--- src/rtl/snn_pkg.sv ---
// rtl/snn_pkg.sv - shared SNN classifier constants and input-unpacker state type
package snn_pkg;

   localparam int IMG_PIXELS = 784;
   localparam int IMG_BYTES  = 98;
   localparam int PIX_ADDR_W = 10;

   typedef enum logic [1:0] {
      IDLE  = 2'd0,
      SHIFT = 2'd1,
      DONE  = 2'd2,
      GAP   = 2'd3
   } rx_unpack_state_t;

endpackage

--- src/rtl/img_rx_unpack_if.sv ---
// rtl/img_rx_unpack_if.sv - byte-in / pixel-write / status bundle of the image unpacker
interface img_rx_unpack_if
   import snn_pkg::*;
#(
   parameter int ADDR_W = PIX_ADDR_W
) ();

   logic [7:0]        rx_data;
   logic              rx_rdy;
   logic              clr_rdy;
   logic              snn_busy;
   logic [ADDR_W-1:0] ram_addr;
   logic              ram_data;
   logic              ram_we;
   logic              img_done;
   logic              loading;
   logic              overrun;
   logic              timeout;

   // The unpacker itself
   modport slave (
      input  rx_data, rx_rdy, snn_busy,
      output clr_rdy, ram_addr, ram_data, ram_we, img_done, loading, overrun, timeout
   );

   // Receiver, SNN core and RAM side
   modport master (
      output rx_data, rx_rdy, snn_busy,
      input  clr_rdy, ram_addr, ram_data, ram_we, img_done, loading, overrun, timeout
   );

endinterface

--- src/rtl/img_rx_unpack.sv ---
// rtl/img_rx_unpack.sv - unpacks UART bytes LSB-first into 1-bit image RAM writes
module img_rx_unpack
   import snn_pkg::*;
#(
   parameter int NUM_BYTES   = IMG_BYTES,
   parameter int ADDR_W      = PIX_ADDR_W,
   parameter int TIMEOUT_CYC = 2000000
) (
   input  logic           clk,
   input  logic           rst_n,
   img_rx_unpack_if.slave bus
);

   localparam int CNT_W = $clog2(NUM_BYTES + 1);
   localparam int TO_W  = $clog2(TIMEOUT_CYC);
   localparam logic [CNT_W-1:0]  LAST_BYTE = CNT_W'(NUM_BYTES - 1);
   localparam logic [TO_W-1:0]   TO_LAST   = TO_W'(TIMEOUT_CYC - 1);
   localparam logic [ADDR_W-1:0] LAST_PIX  = ADDR_W'(NUM_BYTES * 8 - 1);

   rx_unpack_state_t  r_state, w_state_nxt;
   logic [7:0]        r_shreg, w_shreg_nxt;
   logic [2:0]        r_bit_cnt, w_bit_nxt;
   logic [CNT_W-1:0]  r_byte_cnt, w_byte_nxt;
   logic [ADDR_W-1:0] r_pix_addr, w_pix_nxt;
   logic [TO_W-1:0]   r_to_cnt, w_to_nxt;

   logic              r_clr_rdy, w_clr_rdy;
   logic [ADDR_W-1:0] r_ram_addr, w_ram_addr;
   logic              r_ram_data, w_ram_data;
   logic              r_ram_we, w_ram_we;
   logic              r_img_done, w_img_done;
   logic              r_loading, w_loading;
   logic              r_overrun, w_overrun;
   logic              r_timeout, w_timeout;

   // A byte still showing rx_rdy the cycle after clr_rdy is the one just consumed
   logic w_take, w_accept, w_reject, w_last_bit, w_to_run, w_to_hit;
   assign w_take     = bus.rx_rdy & ~r_clr_rdy;
   assign w_accept   = (r_state == IDLE) & w_take & ~bus.snn_busy;
   assign w_reject   = (r_state == IDLE) & w_take &  bus.snn_busy;
   assign w_last_bit = (r_bit_cnt == 3'd7);
   assign w_to_run   = (r_state == IDLE) & (r_byte_cnt != '0) & ~bus.rx_rdy;
   assign w_to_hit   = w_to_run & (r_to_cnt == TO_LAST);

   // State register
   always_ff @(posedge clk or negedge rst_n) begin
      if (!rst_n) r_state <= IDLE;
      else        r_state <= w_state_nxt;
   end

   // Next-state: accept -> 8 write cycles -> back to IDLE, or DONE/GAP after the last byte
   always_comb begin
      w_state_nxt = r_state;
      case (r_state)
         IDLE:    if (w_accept) w_state_nxt = SHIFT;
         SHIFT:   if (w_last_bit) w_state_nxt = (r_byte_cnt == LAST_BYTE) ? DONE : IDLE;
         DONE:    w_state_nxt = GAP;
         GAP:     w_state_nxt = IDLE;
         default: w_state_nxt = IDLE;
      endcase
   end

   // Datapath and next values of every registered output
   always_comb begin
      w_shreg_nxt = r_shreg;
      w_bit_nxt   = r_bit_cnt;
      w_byte_nxt  = r_byte_cnt;
      w_pix_nxt   = r_pix_addr;
      w_to_nxt    = r_to_cnt;
      w_clr_rdy   = 1'b0;
      w_ram_addr  = r_ram_addr;
      w_ram_data  = 1'b0;
      w_ram_we    = 1'b0;
      w_img_done  = 1'b0;
      w_timeout   = 1'b0;
      w_overrun   = r_overrun | w_reject;
      case (r_state)
         IDLE: begin
            if (w_accept) begin
               w_shreg_nxt = bus.rx_data;
               w_bit_nxt   = 3'd0;
               w_to_nxt    = '0;
               w_clr_rdy   = 1'b1;
            end else if (w_reject) begin
               w_clr_rdy   = 1'b1;
            end else if (w_to_hit) begin
               w_timeout   = 1'b1;
               w_byte_nxt  = '0;
               w_pix_nxt   = '0;
               w_to_nxt    = '0;
            end else if (w_to_run) begin
               w_to_nxt    = r_to_cnt + 1'b1;
            end
         end
         SHIFT: begin
            w_ram_we    = 1'b1;
            w_ram_data  = r_shreg[0];
            w_ram_addr  = r_pix_addr;
            w_shreg_nxt = {1'b0, r_shreg[7:1]};
            w_bit_nxt   = r_bit_cnt + 3'd1;
            w_pix_nxt   = (r_pix_addr == LAST_PIX) ? '0 : r_pix_addr + 1'b1;
            if (w_last_bit) w_byte_nxt = r_byte_cnt + 1'b1;
         end
         DONE: begin
            w_img_done = 1'b1;
            w_byte_nxt = '0;
            w_pix_nxt  = '0;
            w_to_nxt   = '0;
         end
         default: begin
         end
      endcase
      w_loading = (w_byte_nxt != '0) | (w_state_nxt == SHIFT);
   end

   // Datapath and output registers
   always_ff @(posedge clk or negedge rst_n) begin
      if (!rst_n) begin
         r_shreg    <= '0;
         r_bit_cnt  <= '0;
         r_byte_cnt <= '0;
         r_pix_addr <= '0;
         r_to_cnt   <= '0;
         r_clr_rdy  <= 1'b0;
         r_ram_addr <= '0;
         r_ram_data <= 1'b0;
         r_ram_we   <= 1'b0;
         r_img_done <= 1'b0;
         r_loading  <= 1'b0;
         r_overrun  <= 1'b0;
         r_timeout  <= 1'b0;
      end else begin
         r_shreg    <= w_shreg_nxt;
         r_bit_cnt  <= w_bit_nxt;
         r_byte_cnt <= w_byte_nxt;
         r_pix_addr <= w_pix_nxt;
         r_to_cnt   <= w_to_nxt;
         r_clr_rdy  <= w_clr_rdy;
         r_ram_addr <= w_ram_addr;
         r_ram_data <= w_ram_data;
         r_ram_we   <= w_ram_we;
         r_img_done <= w_img_done;
         r_loading  <= w_loading;
         r_overrun  <= w_overrun;
         r_timeout  <= w_timeout;
      end
   end

   assign bus.clr_rdy  = r_clr_rdy;
   assign bus.ram_addr = r_ram_addr;
   assign bus.ram_data = r_ram_data;
   assign bus.ram_we   = r_ram_we;
   assign bus.img_done = r_img_done;
   assign bus.loading  = r_loading;
   assign bus.overrun  = r_overrun;
   assign bus.timeout  = r_timeout;

endmodule

--- src/flat_wrapper.sv ---
// flat-port wrapper written by rule: the top's interface ports become plain ports
module img_rx_unpack_flat import snn_pkg::*;
#(
   parameter int NUM_BYTES   = IMG_BYTES,
   parameter int ADDR_W      = PIX_ADDR_W,
   parameter int TIMEOUT_CYC = 2000000
)
  (clk, rst_n, bus_rx_data, bus_rx_rdy, bus_snn_busy, bus_clr_rdy, bus_ram_addr, bus_ram_data, bus_ram_we, bus_img_done, bus_loading, bus_overrun, bus_timeout);
  img_rx_unpack_if #(.ADDR_W(ADDR_W)) bus_i ();
  input  logic clk;
  input  logic rst_n;
  input wire logic [$bits(bus_i.rx_data)-1:0] bus_rx_data;
  input wire logic [$bits(bus_i.rx_rdy)-1:0] bus_rx_rdy;
  input wire logic [$bits(bus_i.snn_busy)-1:0] bus_snn_busy;
  output wire logic [$bits(bus_i.clr_rdy)-1:0] bus_clr_rdy;
  output wire logic [$bits(bus_i.ram_addr)-1:0] bus_ram_addr;
  output wire logic [$bits(bus_i.ram_data)-1:0] bus_ram_data;
  output wire logic [$bits(bus_i.ram_we)-1:0] bus_ram_we;
  output wire logic [$bits(bus_i.img_done)-1:0] bus_img_done;
  output wire logic [$bits(bus_i.loading)-1:0] bus_loading;
  output wire logic [$bits(bus_i.overrun)-1:0] bus_overrun;
  output wire logic [$bits(bus_i.timeout)-1:0] bus_timeout;
  assign bus_i.rx_data = bus_rx_data;
  assign bus_i.rx_rdy = bus_rx_rdy;
  assign bus_i.snn_busy = bus_snn_busy;
  assign bus_clr_rdy = bus_i.clr_rdy;
  assign bus_ram_addr = bus_i.ram_addr;
  assign bus_ram_data = bus_i.ram_data;
  assign bus_ram_we = bus_i.ram_we;
  assign bus_img_done = bus_i.img_done;
  assign bus_loading = bus_i.loading;
  assign bus_overrun = bus_i.overrun;
  assign bus_timeout = bus_i.timeout;
  img_rx_unpack #(.NUM_BYTES(NUM_BYTES), .ADDR_W(ADDR_W), .TIMEOUT_CYC(TIMEOUT_CYC)) u_core (.clk(clk), .rst_n(rst_n), .bus(bus_i));
endmodule
--- config.mk ---
export PLATFORM = sky130hd
export DESIGN_NAME = img_rx_unpack_flat
export DESIGN_NICKNAME = d
export VERILOG_FILES = /design/src/rtl/snn_pkg.sv /design/src/rtl/img_rx_unpack_if.sv /design/src/rtl/img_rx_unpack.sv /design/src/flat_wrapper.sv
export SDC_FILE = /design/constraint.sdc
export NUM_CORES = 1
export LEC_CHECK = 0
export CORE_ASPECT_RATIO = 0.5
export CORE_MARGIN = 3
export CORE_UTILIZATION = 52
export DETAILED_ROUTE_END_ITERATION = 6
export HOLD_SLACK_MARGIN = 0.05
export PLACE_DENSITY = 0.75
export SLEW_MARGIN = 20
export SYNTH_ARGS = -nofsm -noshare
export SYNTH_HDL_FRONTEND = slang
export SYNTH_SLANG_ARGS = --single-unit
--- constraint.sdc ---
create_clock -name clk -period 2.5 [get_ports clk]
set_clock_uncertainty 0.15 [all_clocks]
set_input_delay 0.375 -clock clk [delete_from_list [all_inputs] [get_ports clk]]
set_output_delay 0.375 -clock clk [all_outputs]
set_load 0.05 [all_outputs]
==> results of run 1 <==
==> report_power, final <==
group | internal, uW | leakage, uW | switching, uW
combinational | 634 | 0.000861 | 982
clock | 894 | 0.000159 | 452
sequential | 1360 | 0.000889 | 230
==> synthesized netlist by cell type, types with 2 or more instances <==
cell type	count	share of area, %
sky130_fd_sc_hd__a21o_1	4	0.83
sky130_fd_sc_hd__a21oi_1	21	2.9
sky130_fd_sc_hd__a22o_1	2	0.49
sky130_fd_sc_hd__a31o_2	2	0.49
sky130_fd_sc_hd__a31oi_1	8	1.4
sky130_fd_sc_hd__a32o_1	3	0.83
sky130_fd_sc_hd__a41o_1	2	0.56
sky130_fd_sc_hd__and2_1	2	0.35
sky130_fd_sc_hd__and3_1	11	1.9
sky130_fd_sc_hd__and4_1	4	0.97
sky130_fd_sc_hd__buf_2	7	0.97
sky130_fd_sc_hd__buf_6	3	0.94
sky130_fd_sc_hd__clkbuf_1	9	0.94
sky130_fd_sc_hd__dfrtp_1	68	47
sky130_fd_sc_hd__ha_1	7	2.4
sky130_fd_sc_hd__inv_1	15	1.6
sky130_fd_sc_hd__mux2i_1	13	3.6
sky130_fd_sc_hd__nand2_1	62	6.5
sky130_fd_sc_hd__nand2b_1	2	0.35
sky130_fd_sc_hd__nand3_1	17	2.4
sky130_fd_sc_hd__nand4_1	13	2.3
sky130_fd_sc_hd__nand4bb_1	2	0.62
sky130_fd_sc_hd__nor2_1	18	1.9
sky130_fd_sc_hd__nor3_1	7	0.97
sky130_fd_sc_hd__nor4b_1	3	0.73
sky130_fd_sc_hd__o21ai_0	27	3.7
sky130_fd_sc_hd__o22ai_1	4	0.69
sky130_fd_sc_hd__o31a_1	2	0.49
sky130_fd_sc_hd__o31ai_1	6	1.2
sky130_fd_sc_hd__or3_1	6	1.0
sky130_fd_sc_hd__or4_1	5	1.0
sky130_fd_sc_hd__xnor2_1	5	1.2
==> final cells by class <==
type                       instances  area, um^2  area share (%)
inverter                          16        60.1            1.36
clock buffer                      11         243            5.49
multi-input combinational        281        1720            39.0
timing repair buffer              54         510            11.5
sequential                        68        1700            38.5
clock inverter                     5        75.1            1.70
tap                               88         110            2.49
==> placed cells by master, fill, tap and decap left out, types with 3 or more instances in the layout <==
master	netlist	layout
sky130_fd_sc_hd__dfrtp_1	68	68
sky130_fd_sc_hd__nand2_1	62	62
sky130_fd_sc_hd__o21ai_0	27	27
sky130_fd_sc_hd__clkdlybuf4s50_1	0	27
sky130_fd_sc_hd__buf_4	1	22
sky130_fd_sc_hd__a21oi_1	21	21
sky130_fd_sc_hd__nor2_1	18	18
sky130_fd_sc_hd__nand3_1	17	17
sky130_fd_sc_hd__inv_1	15	15
sky130_fd_sc_hd__nand4_1	13	13
sky130_fd_sc_hd__mux2i_1	13	13
sky130_fd_sc_hd__and3_1	11	11
sky130_fd_sc_hd__clkbuf_16	0	9
sky130_fd_sc_hd__a31oi_1	8	8
sky130_fd_sc_hd__nor3_1	7	7
sky130_fd_sc_hd__ha_1	7	7
sky130_fd_sc_hd__or3_1	6	6
sky130_fd_sc_hd__o31ai_1	6	6
sky130_fd_sc_hd__xnor2_1	5	5
sky130_fd_sc_hd__or4_1	5	5
sky130_fd_sc_hd__and4_1	4	4
sky130_fd_sc_hd__o22ai_1	4	4
sky130_fd_sc_hd__a21o_1	4	4
sky130_fd_sc_hd__nor4b_1	3	3
sky130_fd_sc_hd__a32o_1	3	3
sky130_fd_sc_hd__clkinv_2	0	3
sky130_fd_sc_hd__buf_12	0	3
==> metal layers <==
layer  global-route usage (%)  up-vias  part of all wire, %
li1                         -     1502                    -
met1                     30.1     1475                   46
met2                     37.6      118                   47
met3                     6.63       19                  5.6
met4                     8.69        0                  2.1
met5                        0        -                    0
==> critical path, cell delays in order, from the launching register on <==
cell                      delay, ns
sky130_fd_sc_hd__dfrtp_1       0.44
sky130_fd_sc_hd__nor4b_1       0.34
sky130_fd_sc_hd__nand3_1       0.13
sky130_fd_sc_hd__or4_4         0.63
sky130_fd_sc_hd__buf_4         0.21
sky130_fd_sc_hd__a32oi_1       0.18
sky130_fd_sc_hd__o41ai_1       0.10
==> sequential cells by signal (all words and copies together) (netlist names), 2 cells and up <==
signal               cells
u_core.r_bit_cnt         3
u_core.r_state           2
u_core.bus.ram_addr     10
u_core.r_byte_cnt        7
u_core.r_pix_addr       10
u_core.r_to_cnt         21
u_core.r_shreg           8
==> cell families (layout without fill, tap and decap cells) <==
| group | Yosys count | count (layout) | synth area share [%] |
|---|---|---|---|
| AND/OR/NAND/NOR | 159 | 159 | 22.4 |
| XOR/XNOR | 6 | 6 | 1.46 |
| flip-flops | 68 | 68 | 47.2 |
| adder cells (fa/ha/maj) | 7 | 7 | 2.43 |
| multiplexers | 13 | 13 | 3.61 |
| AO/OA/AOI/OAI | 96 | 96 | 17.9 |
| buffers and inverters | 38 | 86 | 4.96 |
==> what timing repair did <==
action / 4_1_cts / 5_1_grt
resized for setup: 0 / 0
setup endpoints to repair: 0 / 13
setup buffers: 0 / 0
hold endpoints to repair: 9 / 0
hold buffers: 1 / 0
==> through the flow <==
step                hold WS [ns]  setup WS, ns  instances  power, uW  area, um^2
floorplan                -0.0706         0.196        387       2650        3600
global placement           0.122        0.0842        506       3130        4100
detailed placement         0.127        0.0369        506       3200        4100
CTS                        0.319        0.0989        523       4570        4420
global route               0.341        0.0320        523       4850        4420
finish                     0.311         0.189        523       4550        4420
==> final timing paths <==
kind / from / to / slack [ns] / cells after the start
max: u_core.r_to_cnt[7]$_DFFE_PN0P_ / u_core.r_to_cnt[20]$_DFFE_PN0P_ / 0.19 / 6
min: u_core.bus.overrun$_DFF_PN0_ / u_core.bus.overrun$_DFF_PN0_ / 0.31 / 1
max reg2reg: u_core.r_to_cnt[7]$_DFFE_PN0P_ / u_core.r_to_cnt[20]$_DFFE_PN0P_ / 0.19 / 6
min reg2reg: u_core.bus.overrun$_DFF_PN0_ / u_core.bus.overrun$_DFF_PN0_ / 0.31 / 1
max in group asynchronous: rst_n / u_core.r_pix_addr[0]$_DFFE_PN0P_ / 1.35 / 3
min in group asynchronous: rst_n / u_core.r_to_cnt[5]$_DFFE_PN0P_ / 0.32 / 2
==> flow_summary.json, run 1 <==
{
  "status": "finished, final reports clean",
  "cts_root_buf": "sky130_fd_sc_hd__clkbuf_16",
  "standby_leakage_power_uw": 0.00191,
  "synth_fp_nets": 406,
  "overflow": 0,
  "pin_count_of_the_biggest_net_entering_global_routing": 34,
  "via_count_of_the_first_global_routing_pass": 3050,
  "core-area_mm2": 0.00638,
  "timing.setup.critical_path_class": "reg -> reg",
  "synth_ff_type": "sky130_fd_sc_hd__dfrtp_1",
  "hold_path.class": "reg -> reg",
  "floorplan.initialDensity_pct": 56.5,
  "postSynthCellCount": 387,
  "row_count": 20,
  "critical_path.max_fanout": 10,
  "vdd.ir_drop.worst_mv": 0.662,
  "worst-slew-pin-transition_ns": 0.519,
  "drive_gt1_share_pct": 11.7,
  "synth_seq_area_share_pct": 47.2,
  "worst_ep_required_time_ns": 2.56,
  "die_h_um": 64.9,
  "hpwlAfterDp_mm": 5.66,
  "io_pins": 29,
  "fillCellCount": 496,
  "final_nets": 449,
  "wire_per_inst_um": 15.7,
  "synthesis.area_mm2": 0.00360,
  "wirelength_mm": 8.22,
  "cellPowerDensity_mw_per_mm2": 1030,
  "finalHoldViolCount": 0,
  "cp_data_arrival_time_ns": 2.37,
  "drt_first_pass_iters": 7,
  "postSynth.asyncResetShare_pct": 100,
  "postLayoutCoreUtil_pct": 69.3,
  "postRouteAntennaNets": 0,
  "clk_latency_ns": 0.33,
  "worst_slew_margin_rel_pct": 65.4,
  "setup_viol": 0,
  "period_utilization_post_route_pct": 92.5,
  "grt_antenna_before_repair": 0,
  "startpoint_type_of_the_worst_setup_path": "register",
  "synthesis.area_per_instance_um2": 9.31,
  "die_w_um": 124,
  "cts_tree": "done",
  "ctsLongestPathBuffers": 2,
  "grt_util_all_layers_pct": 23.3,
  "fmax_mhz": 433,
  "synth_enable_flop_cells": 0,
  "worstSetupEndpointType": "register",
  "dr_drc_count": 0,
  "post-route-min-period_ns": 2.31,
  "finalMaxSlewViolations": 0,
  "htree_num_levels": 3,
  "setup_tns_ns": 0,
  "clkSinkCount": 68,
  "clk_transition_reported_paths_ns": 0.05,
  "cts_made_buffers": 9,
  "portBuffers": 28,
  "insertedDiodeCount": 0,
  "drt_iter0_drc": 360,
  "rsz0062_at_grt": "false",
  "synth_seq_cells": 68,
  "via_per_inst": 5.95,
  "grt_first_pass_wirelength_mm": 14.6,
  "synthDistinctLibCells": 59,
  "yosysWarningCount": 0,
  "timing.max_cap.violations": 0,
  "syn2layout_area_growth_pct": 22.7,
  "globalplace.congestion": 0.953,
  "num_vias": 3114,
  "dieArea_mm2": 0.00803
}
No activity file was read; power rests on OpenSTA's default activity.
==> run 2, diff against run 1 <==
- CORE_UTILIZATION: 52 -> 63
- MAX_ROUTING_LAYER: default -> met4
- PLACE_DENSITY: 0.75 -> 0.85
- clock period: 2.5 -> 2.9 ns (I/O delays scaled with it)
==> flow_summary.json, run 2 (synthesis results as in run 1) <==
{
  "overflow": 0,
  "worst-slew-pin-transition_ns": 0.757,
  "setup_viol": 0,
  "commonest_cells_after_routing_fill_and_taps_aside": "68 x sky130_fd_sc_hd__dfrtp_1, 62 x sky130_fd_sc_hd__nand2_1, 27 x sky130_fd_sc_hd__o21ai_0, 27 x sky130_fd_sc_hd__clkdlybuf4s50_1, 21 x sky130_fd_sc_hd__a21oi_1",
  "setup_tns_ns": 0,
  "via_per_inst": 6.36,
  "wirelength_mm": 8.37,
  "cellPowerDensity_mw_per_mm2": 881,
  "status": "finished, final reports clean",
  "drt_first_pass_iters": 6,
  "via_count_of_the_first_global_routing_pass": 3038,
  "fillCellCount": 344,
  "floorplan.initialDensity_pct": 69.0,
  "r2r.worst_path.cells": 6,
  "die_w_um": 113,
  "critical_path.max_fanout": 25,
  "standby_leakage_power_uw": 0.00180,
  "drive_gt1_share_pct": 7.66,
  "postLayoutCoreUtil_pct": 80.4,
  "holdWs_ns": 0.316,
  "fmax_mhz": 385,
  "syn2layout_area_growth_pct": 16.6,
  "grt_first_pass_wirelength_mm": 14.4,
  "endpoint": "u_core.r_to_cnt[19]$_DFFE_PN0P_",
  "io_pins": 29,
  "max_stage_delay_ns": 0.71,
  "timing.max_cap.violations": 0,
  "dr_drc_count": 0,
  "cts_made_buffers": 9,
  "hpwlAfterDp_mm": 5.52,
  "mostFrequentLayoutCell": "sky130_fd_sc_hd__dfrtp_1",
  "clk_latency_ns": 0.34,
  "drt_iter0_drc": 314,
  "timing.critical_path.max_delay_family": "simple AND/OR/NAND/NOR gates",
  "worstReg2RegStart": "u_core.r_byte_cnt[0]$_DFF_PN0_",
  "worst_slew_margin_rel_pct": 49.3,
  "dieArea_mm2": 0.00672,
  "num_vias": 3102,
  "row_count": 18,
  "portBuffers": 28,
  "pin_count_of_the_biggest_net_entering_global_routing": 34,
  "final_nets": 432,
  "rsz0062_at_grt": "false",
  "worstPathBufferInverterCount": 1,
  "regMostFlops": "u_core.r_to_cnt",
  "hold_path.class": "reg -> reg",
  "setup.worst_path.start": "u_core.r_byte_cnt[0]$_DFF_PN0_",
  "htree_num_levels": 3,
  "cts_tree": "done",
  "timing.setup.critical_path_class": "reg -> reg",
  "cts_root_buf": "sky130_fd_sc_hd__clkbuf_16",
  "postRouteAntennaNets": 0,
  "ctsLongestPathBuffers": 2,
  "core-area_mm2": 0.00523,
  "startpoint_type_of_the_worst_setup_path": "register",
  "cp.depth": 6,
  "crit-reg2reg-capture": "u_core.r_to_cnt[19]$_DFFE_PN0P_",
  "post-route-min-period_ns": 2.59,
  "die_h_um": 59.5,
  "finalMaxSlewViolations": 0,
  "worstSetupEndpointType": "register",
  "wire_per_inst_um": 17.2,
  "vdd.ir_drop.worst_mv": 0.706,
  "worst_ep_required_time_ns": 2.97,
  "largest_register_ff_count": 21,
  "grt_antenna_before_repair": 0,
  "grt_util_all_layers_pct": 28.2,
  "timing.critical_path.slowest_stage_cell": "sky130_fd_sc_hd__or4_4",
  "ff2ff_setup_slack_ns": 0.31,
  "cp_cell_sequence": "inv_1 -> ha_1 -> a31o_4 -> or4_4 -> nand2_2 -> o21ba_2",
  "clk_transition_reported_paths_ns": 0.05,
  "globalplace.congestion": 0.874,
  "cp_data_arrival_time_ns": 2.67,
  "cts_post_setup_buffers_inserted": 0,
  "clkSinkCount": 68,
  "finalHoldViolCount": 0,
  "period_utilization_post_route_pct": 89.5,
  "insertedDiodeCount": 0
}
## run 2: repair_timing
action | 4_1_cts | 5_1_grt
hold endpoints to repair | 13 | 0
gates resized for setup | 0 | 0
hold buffers | 1 | 0
## run 2: worst min path at each step
stage                                            start                            endpoint  slack, ns  cells past startpoint
CTS                       u_core.bus.overrun$_DFF_PN0_        u_core.bus.overrun$_DFF_PN0_       0.32                      1
global route              u_core.bus.overrun$_DFF_PN0_        u_core.bus.overrun$_DFF_PN0_       0.34                      1
detailed placement                               rst_n      u_core.r_to_cnt[9]$_DFFE_PN0P_       0.20                      1
floorplan                                        rst_n        u_core.bus.clr_rdy$_DFF_PN0_      -0.01                      0
global placement                                 rst_n     u_core.r_to_cnt[11]$_DFFE_PN0P_       0.20                      1
finish              u_core.bus.ram_addr[6]$_DFFE_PN0P_  u_core.bus.ram_addr[6]$_DFFE_PN0P_       0.32                      2
## run 2: worst min-delay path, stage by stage, from the launching register on
cell	delay, ns
sky130_fd_sc_hd__dfrtp_1	0.33
sky130_fd_sc_hd__nand2_1	0.05
sky130_fd_sc_hd__nand2_1	0.05
## run 2: report_power, final
part           internal (uW)  switching [uW]  leakage (uW)
combinational            462             808      0.000766
sequential              1170             230      0.000889
clock                    648             384      0.000140
## run 2: area by class of cell
type	instances	area [um^2]	share of cell area, %
inverters	16	60.1	1.43
clock inverters	1	5.00	0.119
repair buffers	37	345	8.22
multi-input cells	281	1720	41.0
well taps	70	87.6	2.08
clock buffers	15	278	6.61
flip-flops and latches	68	1700	40.5
## run 2: per-layer routing
layer | vias to the layer above | track usage (%) | part of all wire [%]
li1 | 1472 | - | -
met3 | 17 | 8.77 | 5.1
met1 | 1518 | 34.5 | 45
met4 | 0 | 7.88 | 1.1
met2 | 95 | 46.2 | 48
met5 | - | - | 0
## run 2: through the flow
stage,instance area [um^2],setup WS [ns],std cells,total power (uW)
finish,4200,0.306,488,3700
global route,4200,0.202,488,3930
CTS,4200,0.331,488,3710
detailed placement,3910,0.221,471,2650
global placement,3910,0.262,471,2590
floorplan,3600,0.596,387,2290
